==> src/rtl/alu_issue_ctrl_pkg.sv <==
// Shared ALU control codes and issue-controller FSM state encoding.
package alu_issue_ctrl_pkg;

    localparam logic [3:0] OpAdd  = 4'd0;
    localparam logic [3:0] OpSub  = 4'd1;
    localparam logic [3:0] OpAnd  = 4'd2;
    localparam logic [3:0] OpOr   = 4'd3;
    localparam logic [3:0] OpXor  = 4'd4;
    localparam logic [3:0] OpLsh  = 4'd5;
    localparam logic [3:0] OpRsh  = 4'd6;
    localparam logic [3:0] OpNand = 4'd7;
    localparam logic [3:0] OpNor  = 4'd8;
    localparam logic [3:0] OpXnor = 4'd9;
    localparam logic [3:0] OpNot  = 4'd10;
    localparam logic [3:0] OpComp = 4'd11;
    localparam logic [3:0] OpAddo = 4'd12;
    localparam logic [3:0] OpSubo = 4'd13;
    localparam logic [3:0] OpSig  = 4'd14;
    localparam logic [3:0] OpSome = 4'd15;

    typedef enum logic [1:0] {
        StIdle = 2'd0,
        StExec = 2'd1,
        StResp = 2'd2
    } state_e;

endpackage

==> src/rtl/alu.sv <==
// Combinational datapath ALU: 16 control codes, carry/overflow, equal and zero flags.
module alu
    import alu_issue_ctrl_pkg::*;
#(
    parameter int unsigned DATA_WITH = 32
) (
    input  logic [DATA_WITH-1:0] rega,
    input  logic [DATA_WITH-1:0] regb,
    input  logic [3:0]           control,
    output logic [DATA_WITH-1:0] out_alu,
    output logic                 cout,
    output logic                 equal,
    output logic                 zero
);

    localparam int unsigned ShW = $clog2(DATA_WITH);

    logic [DATA_WITH:0] sum;
    logic [DATA_WITH:0] diff;

    assign sum  = {1'b0, rega} + {1'b0, regb};
    assign diff = {1'b0, rega} - {1'b0, regb};

    always_comb begin
        out_alu = '0;
        cout    = 1'b0;
        unique case (control)
            OpAdd:  begin out_alu = sum[DATA_WITH-1:0];  cout = sum[DATA_WITH];  end
            OpSub:  begin out_alu = diff[DATA_WITH-1:0]; cout = diff[DATA_WITH]; end
            OpAnd:  out_alu = rega & regb;
            OpOr:   out_alu = rega | regb;
            OpXor:  out_alu = rega ^ regb;
            OpLsh:  out_alu = rega << regb[ShW-1:0];
            OpRsh:  out_alu = rega >> regb[ShW-1:0];
            OpNand: out_alu = ~(rega & regb);
            OpNor:  out_alu = ~(rega | regb);
            OpXnor: out_alu = ~(rega ^ regb);
            OpNot:  out_alu = ~rega;
            OpComp: out_alu = {{(DATA_WITH-1){1'b0}}, rega < regb};
            // ADDO/SUBO report signed overflow on cout instead of carry
            OpAddo: begin
                out_alu = sum[DATA_WITH-1:0];
                cout    = (rega[DATA_WITH-1] == regb[DATA_WITH-1]) &&
                          (sum[DATA_WITH-1] != rega[DATA_WITH-1]);
            end
            OpSubo: begin
                out_alu = diff[DATA_WITH-1:0];
                cout    = (rega[DATA_WITH-1] != regb[DATA_WITH-1]) &&
                          (diff[DATA_WITH-1] != rega[DATA_WITH-1]);
            end
            OpSig:  out_alu = {{(DATA_WITH-1){1'b0}}, rega[DATA_WITH-1]};
            OpSome: out_alu = {{(DATA_WITH-1){1'b0}}, |rega};
            default: out_alu = '0;
        endcase
    end

    assign equal = (rega == regb);
    assign zero  = (out_alu == '0);

endmodule

==> src/rtl/alu_issue_ctrl.sv <==
// Issues registered operand/opcode to the ALU, captures result one cycle later, returns it tagged.
// Optional reference checker compiled in with macro ALU_SELFCHECK_EN.
module alu_issue_ctrl
    import alu_issue_ctrl_pkg::*;
#(
    parameter int unsigned DATA_WITH = 32,
    parameter int unsigned TAG_W     = 4,
    parameter int unsigned CNT_W     = 16
) (
    input  logic                 clk,
    input  logic                 rst_n,
    input  logic                 cmd_valid,
    output logic                 cmd_ready,
    input  logic [DATA_WITH-1:0] cmd_a,
    input  logic [DATA_WITH-1:0] cmd_b,
    input  logic [3:0]           cmd_op,
    input  logic [TAG_W-1:0]     cmd_tag,
    output logic                 rsp_valid,
    input  logic                 rsp_ready,
    output logic [DATA_WITH-1:0] rsp_data,
    output logic                 rsp_cout,
    output logic                 rsp_equal,
    output logic                 rsp_zero,
    output logic [TAG_W-1:0]     rsp_tag,
    output logic                 busy,
    output logic [CNT_W-1:0]     op_count,
    output logic                 chk_err
);

    state_e state_q, state_d;

    logic [DATA_WITH-1:0] alu_a_q, alu_b_q;
    logic [3:0]           alu_op_q;
    logic [TAG_W-1:0]     tag_q;
    logic [DATA_WITH-1:0] alu_out;
    logic                 alu_cout, alu_equal, alu_zero;

    logic [DATA_WITH-1:0] rsp_data_q;
    logic                 rsp_cout_q, rsp_equal_q, rsp_zero_q;
    logic [TAG_W-1:0]     rsp_tag_q;
    logic [CNT_W-1:0]     op_count_q;

    logic cmd_fire, rsp_fire;

    assign cmd_fire = cmd_valid & cmd_ready;
    assign rsp_fire = rsp_valid & rsp_ready;

    always_ff @(posedge clk or negedge rst_n) begin
        if (!rst_n) begin
            state_q <= StIdle;
        end else begin
            state_q <= state_d;
        end
    end

    always_comb begin
        state_d = state_q;
        unique case (state_q)
            StIdle:  if (cmd_valid) state_d = StExec;
            StExec:  state_d = StResp;
            StResp:  if (rsp_ready) state_d = cmd_valid ? StExec : StIdle;
            default: state_d = StIdle;
        endcase
    end

    // rsp_valid follows state directly so it drops as soon as reset asserts
    always_comb begin
        cmd_ready = (state_q == StIdle) | ((state_q == StResp) & rsp_ready);
        rsp_valid = (state_q == StResp);
        busy      = (state_q == StExec) | (state_q == StResp);
    end

    always_ff @(posedge clk or negedge rst_n) begin
        if (!rst_n) begin
            alu_a_q     <= '0;
            alu_b_q     <= '0;
            alu_op_q    <= '0;
            tag_q       <= '0;
            rsp_data_q  <= '0;
            rsp_cout_q  <= 1'b0;
            rsp_equal_q <= 1'b0;
            rsp_zero_q  <= 1'b0;
            rsp_tag_q   <= '0;
            op_count_q  <= '0;
        end else begin
            if (cmd_fire) begin
                alu_a_q  <= cmd_a;
                alu_b_q  <= cmd_b;
                alu_op_q <= cmd_op;
                tag_q    <= cmd_tag;
            end
            if (state_q == StExec) begin
                rsp_data_q  <= alu_out;
                rsp_cout_q  <= alu_cout;
                rsp_equal_q <= alu_equal;
                rsp_zero_q  <= alu_zero;
                rsp_tag_q   <= tag_q;
            end
            if (rsp_fire) begin
                op_count_q <= op_count_q + CNT_W'(1);
            end
        end
    end

    assign rsp_data  = rsp_data_q;
    assign rsp_cout  = rsp_cout_q;
    assign rsp_equal = rsp_equal_q;
    assign rsp_zero  = rsp_zero_q;
    assign rsp_tag   = rsp_tag_q;
    assign op_count  = op_count_q;

    alu #(
        .DATA_WITH (DATA_WITH)
    ) u_alu (
        .rega    (alu_a_q),
        .regb    (alu_b_q),
        .control (alu_op_q),
        .out_alu (alu_out),
        .cout    (alu_cout),
        .equal   (alu_equal),
        .zero    (alu_zero)
    );

`ifdef ALU_SELFCHECK_EN
    logic [DATA_WITH-1:0] ref_data;
    logic                 ref_chk;
    logic                 mismatch;
    logic                 chk_err_q;

    always_comb begin
        ref_data = '0;
        ref_chk  = 1'b1;
        case (alu_op_q)
            OpAdd:   ref_data = alu_a_q + alu_b_q;
            OpSub:   ref_data = alu_a_q - alu_b_q;
            OpAnd:   ref_data = alu_a_q & alu_b_q;
            OpOr:    ref_data = alu_a_q | alu_b_q;
            OpXor:   ref_data = alu_a_q ^ alu_b_q;
            default: ref_chk  = 1'b0;
        endcase
        mismatch = (ref_chk && (ref_data != alu_out)) ||
                   ((alu_op_q == OpComp) && (alu_equal != (alu_a_q == alu_b_q)));
    end

    always_ff @(posedge clk or negedge rst_n) begin
        if (!rst_n) begin
            chk_err_q <= 1'b0;
        end else if ((state_q == StExec) && mismatch) begin
            chk_err_q <= 1'b1;
        end
    end

    assign chk_err = chk_err_q;
`else
    assign chk_err = 1'b0;
`endif

endmodule
==> config.mk <==
export PLATFORM = sky130hd
export DESIGN_NAME = alu_issue_ctrl
export DESIGN_NICKNAME = d
export VERILOG_FILES = /design/src/rtl/alu_issue_ctrl_pkg.sv /design/src/rtl/alu.sv /design/src/rtl/alu_issue_ctrl.sv
export SDC_FILE = /design/constraint.sdc
export NUM_CORES = 1
export LEC_CHECK = 0
export BUFFER_PORTS_ARGS = -buffer_cell sky130_fd_sc_hd__buf_4
export CORE_ASPECT_RATIO = 1.2
export CORE_MARGIN = 2
export CORE_UTILIZATION = 35
export DETAILED_ROUTE_END_ITERATION = 6
export MAX_ROUTING_LAYER = met4
export SYNTH_ARGS = -nofsm -noshare
export SYNTH_HDL_FRONTEND = slang
export SYNTH_SLANG_ARGS = --single-unit
==> constraint.sdc <==
create_clock -name clk -period 8.8 [get_ports clk]
set_input_delay 1.32 -clock clk [delete_from_list [all_inputs] [get_ports clk]]
set_output_delay 1.32 -clock clk [all_outputs]
set_load 0.02 [all_outputs]
=== Yosys cells after proc, flatten, opt, wreduce, memory -nomap -nowiden ===
Index checks and enable logic that the tools add are counted.

* Flip-flop bits (word level): 129
* Output and inout port bits: 59
* Logic and storage cells: 67
* Bits of input ports: 76

* Shift-type cells: 2
* Reductions and logical operators: 9
* Multiplexer cells: 6
* Equality and inequality tests: 24
* Bitwise logic cells: 11
* $add $sub $neg: 3
* Magnitude comparators: 1

{| class="wikitable"
|+ Operators by type and width
! cell !! count
|-
| one-hot mux 32 bit (14 select lines) || 1
|-
| NOT 32 bit || 4
|-
| adder 32 x 32 -> 33 bit || 1
|-
| subtractor 32 x 32 -> 33 bit || 1
|-
| bitwise AND 32 bit || 1
|-
| equality test 32 bit || 1
|-
| equality test 4 bit, second input constant || 8
|-
| logical NOT 32 bit || 1
|-
| < comparator 32 bit || 1
|-
| OR 32 bit || 1
|-
| OR reduction 32 bit || 1
|-
| left shift 32 x 5 -> 32 bit || 1
|-
| right shift 32 x 5 -> 32 bit || 1
|-
| XOR 32 bit || 1
|-
| adder 16 x 1 -> 16 bit, second input constant || 1
|-
| equality test 4 x 3 -> 1 bit, second input constant || 4
|-
| equality test 4 x 2 -> 1 bit, second input constant || 2
|-
| one-hot mux 2 bit (3 select lines) || 1
|-
| equality test 4 x 1 -> 1 bit, second input constant || 1
|-
| logical NOT 4 bit || 1
|-
| 2-to-1 mux 2 bit || 2
|-
| one-hot mux 1 bit (4 select lines) || 1
|-
| OR reduction 2 bit || 2
|-
| inequality test 1 bit || 3
|-
| 11 further kinds || 14
|}

=== Longest topological paths before layout ===
Gate-level depths: netlist (run 1).

* Depth in word-level cells: 4
* Depth in mapped cells: 19
* Depth with buffers taken out: 15

=== Modules after synthesis ===
A second synthesis (run 1) with hierarchy kept.

* Cell total of the unflattened synthesis: 1962
* Area total of the unflattened synthesis: 16509.6 um^2

{| class="wikitable"
|+ Modules (own cells, without submodules)
! module !! times used !! area each (um^2) !! cells each
|-
| alu || 1 || 11168.2 || 1654
|-
| alu_issue_ctrl || 1 || 5341.4 || 308
|}

=== Worst setup path after synthesis (run 1) ===
Ideal clock, no wire load.

* Path kind: register -> register
* Start point: register alu_b_q[3]
* End point: register rsp_zero_q (netlist: rsp_zero)
* Arrival time: 4.148 ns
* Stages on the path, launching flop included: 20
* Buffers on the path: 6
* Slack: 4.548 ns
* Cells stage by stage: dfrtp_1 -> buf_2 -> inv_1 -> buf_2 -> buf_2 -> buf_2 -> buf_1 -> ha_1 -> clkbuf_1 -> nor2_1 -> a211oi_1 -> o21ai_1 -> a21oi_1 -> a41o_1 -> a41o_1 -> a2111oi_0 -> nor3_1 -> nor4_1 -> nand4_1 -> o41ai_2

* Cells in the longest elaborated chain, start to end: 4
* Elaborated cells on any way between the ends: 13

{| class="wikitable"
|+ Ends and longest elaborated chain
! what !! line !! text
|-
| start, declared || alu_issue_ctrl.sv:32 || <nowiki>logic [DATA_WITH-1:0] alu_a_q, alu_b_q;</nowiki>
|-
| start signal, assigned || alu_issue_ctrl.sv:88 || <nowiki>alu_b_q <= cmd_b;</nowiki>
|-
| parallel branches: the longest is 2 deep, another holds subtractor 32 x 32 -> 33 bit || -- ||
|-
| one-hot mux 32 bit (14 select lines) (*) || alu.sv:27 || <nowiki>unique case (control)</nowiki>
|-
| logical NOT 32 bit (*) || alu.sv:58 || <nowiki>assign zero = (out_alu == '0);</nowiki>
|-
| end signal, assigned || alu_issue_ctrl.sv:96 || <nowiki>rsp_zero_q <= alu_zero;</nowiki>
|-
| end, declared || alu_issue_ctrl.sv:39 || <nowiki>logic rsp_cout_q, rsp_equal_q, rsp_zero_q;</nowiki>
|}

Mark *: on every way between the ends.
A chain may end at the register's enable or synchronous reset.

=== Final worst setup path (run 1) ===
* Start point: register alu_b_q[1]
* End point: register rsp_zero_q (netlist: rsp_zero)

Same word-level chain as after synthesis.

==> results of run 1 <==
how the worst max path moves through the flow:
stage,from,end,slack (ns),depth (start not counted)
floorplan,alu_b_q[3],rsp_zero,4.55,19
global placement,alu_b_q[1],rsp_zero,2.81,13
detailed placement,alu_b_q[1],rsp_zero,2.85,13
CTS,alu_b_q[1],rsp_zero,2.83,13
global route,alu_b_q[1],rsp_zero,2.59,13
finish,alu_b_q[1],rsp_zero,2.66,13
flip-flops by register name (all words and copies together) (netlist names):
| signal | cells |
|---|---|
| rsp_cout | 1 |
| rsp_tag | 4 |
| rsp_zero | 1 |
| alu_op_q | 4 |
| state_q | 2 |
| alu_b_q | 32 |
| alu_a_q | 32 |
| rsp_equal | 1 |
| op_count | 16 |
| tag_q | 4 |
| rsp_data | 32 |
final cells by class:
cell class / count / area, sq um
Fill cell: 4563 / 27000
Antenna cell: 1 / 2.50
Clock inverter: 13 / 105
Timing Repair Buffer: 178 / 1340
Tap cell: 609 / 762
Sequential cell: 129 / 3240
Multi-Input combinational cell: 1547 / 11500
Inverter: 111 / 417
Clock buffer: 18 / 429
cell families (layout without fill, tap and decap cells):
group           count (synthesis)  count (layout)  share of synthesized area (%)
simple gates                  591             591                           18.4
mux                           232             232                           18.4
flops                         129             129                           20.3
fa+ha+maj                     109             109                           8.67
other cells                     1               2                         0.0236
buf+inv                       274             320                           7.25
xor+xnor                       26              26                           1.44
compound gates                588             588                           25.5
cells in the mapped netlist (all sizes together) (38+ instances only):
| library cell | number |
|---|---|
| a211oi | 38 |
| a21oi | 123 |
| buf | 60 |
| clkbuf | 103 |
| dfrtp | 129 |
| ha | 106 |
| inv | 110 |
| mux2 | 135 |
| mux2i | 63 |
| nand2 | 142 |
| nand3 | 54 |
| nor2 | 161 |
| nor3 | 45 |
| o21ai | 114 |
| o22ai | 43 |
metrics by stage:
step	cells	cell area (sq um)	worst slack, ns
after global routing	2606	17800	2.59
after floorplan	1950	15900	4.55
after global placement	2574	17300	2.81
final	2606	17800	2.66
after detailed placement	2574	17300	2.85
after CTS	2605	17800	2.83
routing by layer:
metal	vias to the layer above	share of wire [%]	GRT usage, %
li1	7375	-	-
met1	8466	40	44.7
met2	1067	45	53.7
met3	233	8.3	5.66
met4	0	7.0	22.3
met5	-	0	-
==> results_dict.tcl, run 1 <==
set metrics [dict create \
    crit_path_end_kind "register" \
    reg2reg_to "rsp_zero" \
    coreArea_sq_mm 0.0448 \
    grt_pass1_vias 16400 \
    final_core_util_pct 39.8 \
    clock-root-buffer "clkbuf_16" \
    timing.reg2reg.worst_path_depth 13 \
    holdCritPathClass "reg2reg" \
    crit_buf_inv 1 \
    wl_per_cell_microns 31.5 \
    grt_pass1_wl_microns 117000 \
    ys_seq_area_share_pct 20.3 \
    cts_tree "yes" \
    rsz0062_at_grt "false" \
    worstMarginPinSlew_ns 1.34 \
    failed_checks "design-rule violations" \
    viasPerCell 6.58 \
    ys_warn_count 0 \
    grt_antenna_before_repair 1 \
    cts_inserted_buffers 17 \
    criticalPathCategory "reg2reg" \
    firstDrtPassIters 7 \
    outcome "complete, but fails checks" \
    yosysTopAreaCell "dfrtp_1" \
    maxCapViolCount 0 \
    die_w_microns 198 \
    min_from "op_count[15]" \
    start_util_pct 35.4 \
    cts_hold_buf 0 \
    globalRouteTotalUtil_pct 35.7 \
    overflow 0 \
    syn_avg_cell_area_sq_um 8.14 \
    ys_ff_latch 129 \
    cp_top_family "compound AO/OA/AOI/OAI gates" \
    portBuffers 133 \
    setup_violations 0 \
    vias 17100 \
    synth_cell_type_count 97 \
    drt_wl_total_microns 82200 \
    post_cts_buffers 0 \
    ant_nets 0 \
    grt_start_max_net_pins 73 \
    crit_fanout 58 \
    critPathMaxStageDelay_ns 1.13 \
    r2r_slack_ns 2.66 \
    clk_latency_ns 0.48 \
    nets 2168 \
    layout_min_cycle_time_ns 6.14 \
    ios 135 \
    synth_edf_count 0 \
    required_ns 9.18 \
    arrival_ns 6.52 \
    slew_viol_final 0 \
    crit_path_start_kind "register" \
    drt_iter0_markers 2284 \
    max_freq_mhz 163 \
    synthToLayoutAreaGrowth_pct 12.2 \
    layout_commonest_cell "buf_4" \
    htreeDepth 4 \
    rows 85 \
    cp_slowest_cell "nor4_1" \
    netlist_top_cells_area "dfrtp_1, mux2_2, ha_1" \
    synth.top_cell.area_share_pct 20.3 \
    hold_viol 0 \
    syn_area_sq_mm 0.0159 \
    hold_path_end "op_count[15]" \
    dieArea_sq_mm 0.0471 \
    fin_setup_tns_ns 0 \
    ys_async_sr_fraction_pct 100 \
    gp_congestion 1.04 \
    mostFrequentLayoutCells "buf_4, nor2_1, nand2_1" \
    hold_depth 1 \
    dieHeight_microns 237 \
    finalClockSkew_ns 0.0137 \
    synth_cells 1950 \
    worst_hold_slack_ns 0.476 \
    worstPathCellList "inv_1, fa_1, nor2b_1, o311ai_2, a21oi_1, a21o_1, o2bb2ai_1, a311oi_1, nand2b_1, nor4_1, and4_1, nand4_1, o41ai_2" \
    dp_hpwl_microns 62800 \
    synth_nets 2134 \
    cts_buffer_depth 2 \
    cts_sinks 129 \
    period_share_pct 69.8 \
    post_route_cells_drive_above_1_share_pct 20.7 \
    r2r-start "alu_b_q[1]" \
    cts-resized-gates 0 \
    relSlewSlack_pct 10.1 \
    clkSlewWorstSetupHoldPaths_ns 0.07 \
    route.detailed.drc 1 \
    synthFlopType "dfrtp_1" \
]
Power of run 1 is left out: the tool's default activity adds up to more than one toggle a clock period on the data nets, which glitch-free logic cannot reach.
==> inputs of run 2 (changes only) <==
ABC_AREA = 1   (was unset)
clock period = 6 ns   (was 8.8 ns; I/O delays follow)
==> results_dict.tcl, run 2 <==
set metrics [dict create \
    failed_checks "design-rule violations" \
    setup_violations 0 \
    synthTopCellsByCount "nand2_1, nand3_1, inv_1, nor2_1" \
    synth_cells 2830 \
    synth_compound_area_share_pct 9.32 \
    fin_setup_tns_ns 0 \
    finalClockSkew_ns 0.0185 \
    ys_ff_latch 129 \
    maxCapViolCount 0 \
    worstMarginPinSlew_ns 1.14 \
    criticalPathCategory "reg2reg" \
    worstPathCellList "buf_4, ha_1, inv_1, fa_1, o21bai_1, nand2_1, nand2_1, nand2_1, nand2_1, nand2_1, nand3_1, nand4_1, nor2_1, nand3_1, nor2_1, nand2_1, nand2_1" \
    synthFlopType "dfrtp_1" \
    outcome "complete, but fails checks" \
    clkSlewWorstSetupHoldPaths_ns 0.07 \
    period_share_pct 70.8 \
    yosysTopAreaCell "nand2_1" \
    dp_hpwl_microns 77400 \
    critPathMaxStageDelay_ns 0.79 \
    met2WireLength_microns 42200 \
    synth_xor_area_share_pct 0.873 \
    globalRouteTotalUtil_pct 41.1 \
    hold_viol 0 \
    wl_per_cell_microns 27.2 \
    netlist_top_cells_area "nand2_1, dfrtp_1, nand3_1" \
    synthAdderAreaFrac_pct 8.51 \
    layout_min_cycle_time_ns 4.25 \
    grt_pass1_wl_microns 134000 \
    syn_avg_cell_area_sq_um 5.67 \
    synth_simple_gate_area_share_pct 48.4 \
    syn_area_sq_mm 0.0161 \
    dieHeight_microns 239 \
    viasPerCell 5.75 \
    layout_commonest_cell "nand2_1" \
    vias 20200 \
    max_freq_mhz 235 \
    dieArea_sq_mm 0.0476 \
    drt_iter0_markers 2931 \
    cts-resized-gates 0 \
    portBuffers 133 \
    ys_warn_count 0 \
    synth_top_family_by_area "simple AND/OR/NAND/NOR gates" \
    top_layer_used "met4" \
    post_cts_buffers 0 \
    clock-root-buffer "clkbuf_16" \
    route.detailed.drc 1 \
    slew_viol_final 0 \
    cts_hold_buf 0 \
    grt_antenna_before_repair 9 \
    cts_tree "yes" \
    die_w_microns 200 \
    grt_start_max_net_pins 88 \
    synthMostInstantiatedCell "nand2_1" \
    cpMostUsedCell "nand2_1" \
    start_util_pct 35.6 \
    wl_met1_microns 37900 \
    rsz0062_at_grt "false" \
    synthMuxAreaShare_pct 0.351 \
    ant_nets 0 \
    synthToLayoutAreaGrowth_pct 12.1 \
    synth_cell_type_count 46 \
    post_route_cells_drive_above_1_share_pct 8.02 \
    rows 85 \
    synth.top_cell.area_share_pct 20.6 \
    synth_edf_count 0 \
    gp_congestion 1.07 \
    mostFrequentLayoutCells "nand2_1, nand3_1, inv_1" \
    firstDrtPassIters 7 \
    crit_fanout 35 \
    ios 135 \
    relSlewSlack_pct 23.6 \
    ys_async_sr_fraction_pct 100 \
    cts_sinks 129 \
    holdCritPathClass "in2async" \
    coreArea_sq_mm 0.0451 \
    drt_wl_total_microns 95400 \
    cts_buffer_depth 2 \
    required_ns 6.41 \
    nets 3063 \
    overflow 0 \
    clk_latency_ns 0.48 \
    grt_pass1_vias 19000 \
    arrival_ns 4.66 \
    htreeDepth 4 \
    ys_seq_area_share_pct 20.1 \
    cts_inserted_buffers 17 \
    cp_slowest_cell "o21bai_1" \
    crit_path_start_kind "register" \
    crit_path_end_kind "register" \
    synth_nets 3014 \
    met3_length_microns 8160 \
]
## run 2: cell count changes after synthesis, sizes merged, moves of 31 or more
cell / previous run / this run
o22ai: 43 / 5
a211oi: 38 / 1
mux2: 135 / 5
nand3: 54 / 494
clkbuf: 103 / 39
mux4: 34 / 0
inv: 110 / 364
nor2: 161 / 314
nor2b: 31 / 0
nand2: 142 / 892
mux2i: 63 / 0
## run 2: final cells by class
cell class	instances	area (sq um)
Clock inverter	15	186
Tap cell	609	762
Antenna cell	9	22.5
Clock buffer	17	425
Inverter	366	1370
Multi-Input combinational cell	2212	10800
Timing Repair Buffer	153	1150
Fill cell	5146	27100
Sequential cell	129	3230
## run 2: path summary, 6_finish.rpt
| path | startpoint | endpoint | slack, ns | cells past startpoint |
|---|---|---|---|---|
| worst max-delay path | alu_b_q[0] | rsp_zero | 1.75 | 17 |
| worst min-delay path | rst_n | rsp_data[10] | 0.45 | 1 |
| worst max register to register | alu_b_q[0] | rsp_zero | 1.75 | 17 |
| worst min register to register | rsp_tag[1] | rsp_tag[1] | 0.47 | 2 |
| max in group asynchronous | rst_n | alu_a_q[20] | 4.35 | 2 |
| min in group clk | rsp_tag[1] | rsp_tag[1] | 0.47 | 2 |
## run 2: logic make-up after synthesis
kind of cell               Yosys count
other                                1
muxes                                5
buffers and inverters              489
xor gates and xnor gates            16
and+or+nand+nor                   1805
AOI/OAI and AO/OA                  277
DFF                                129
adders and majority gates          108
## run 2: worst max-delay path, delay by kind of cell, from the launching register on
family          cells  cell delay (ns)
simple gates       12             1.42
buf+inv             2             0.57
flops               1             0.36
compound gates      1             0.79
fa+ha+maj           2             1.02
## run 2: routing by layer
metal,vias to the layer above,global-route usage [%]
met3,242,7.76
met2,1195,62.0
met4,0,27.7
li1,9175,-
met1,9575,49.7
met5,-,-
## run 2: metrics by stage
stage | hold WS (ns) | utilization, % | instances | instance area (sq um) | worst slack, ns
2_1_floorplan | 0.440 | - | 2830 | 16100 | 3.15
3_3_place_gp | 0.454 | 38.5 | 3469 | 17400 | 1.98
3_5_place_dp | 0.461 | 38.5 | 3469 | 17400 | 1.98
4_1_cts | 0.478 | 39.9 | 3501 | 18000 | 1.95
5_1_grt | 0.505 | 39.9 | 3510 | 18000 | 1.76
6_report | 0.449 | 39.9 | 3510 | 18000 | 1.75
Power of run 2 is left out for the same reason.
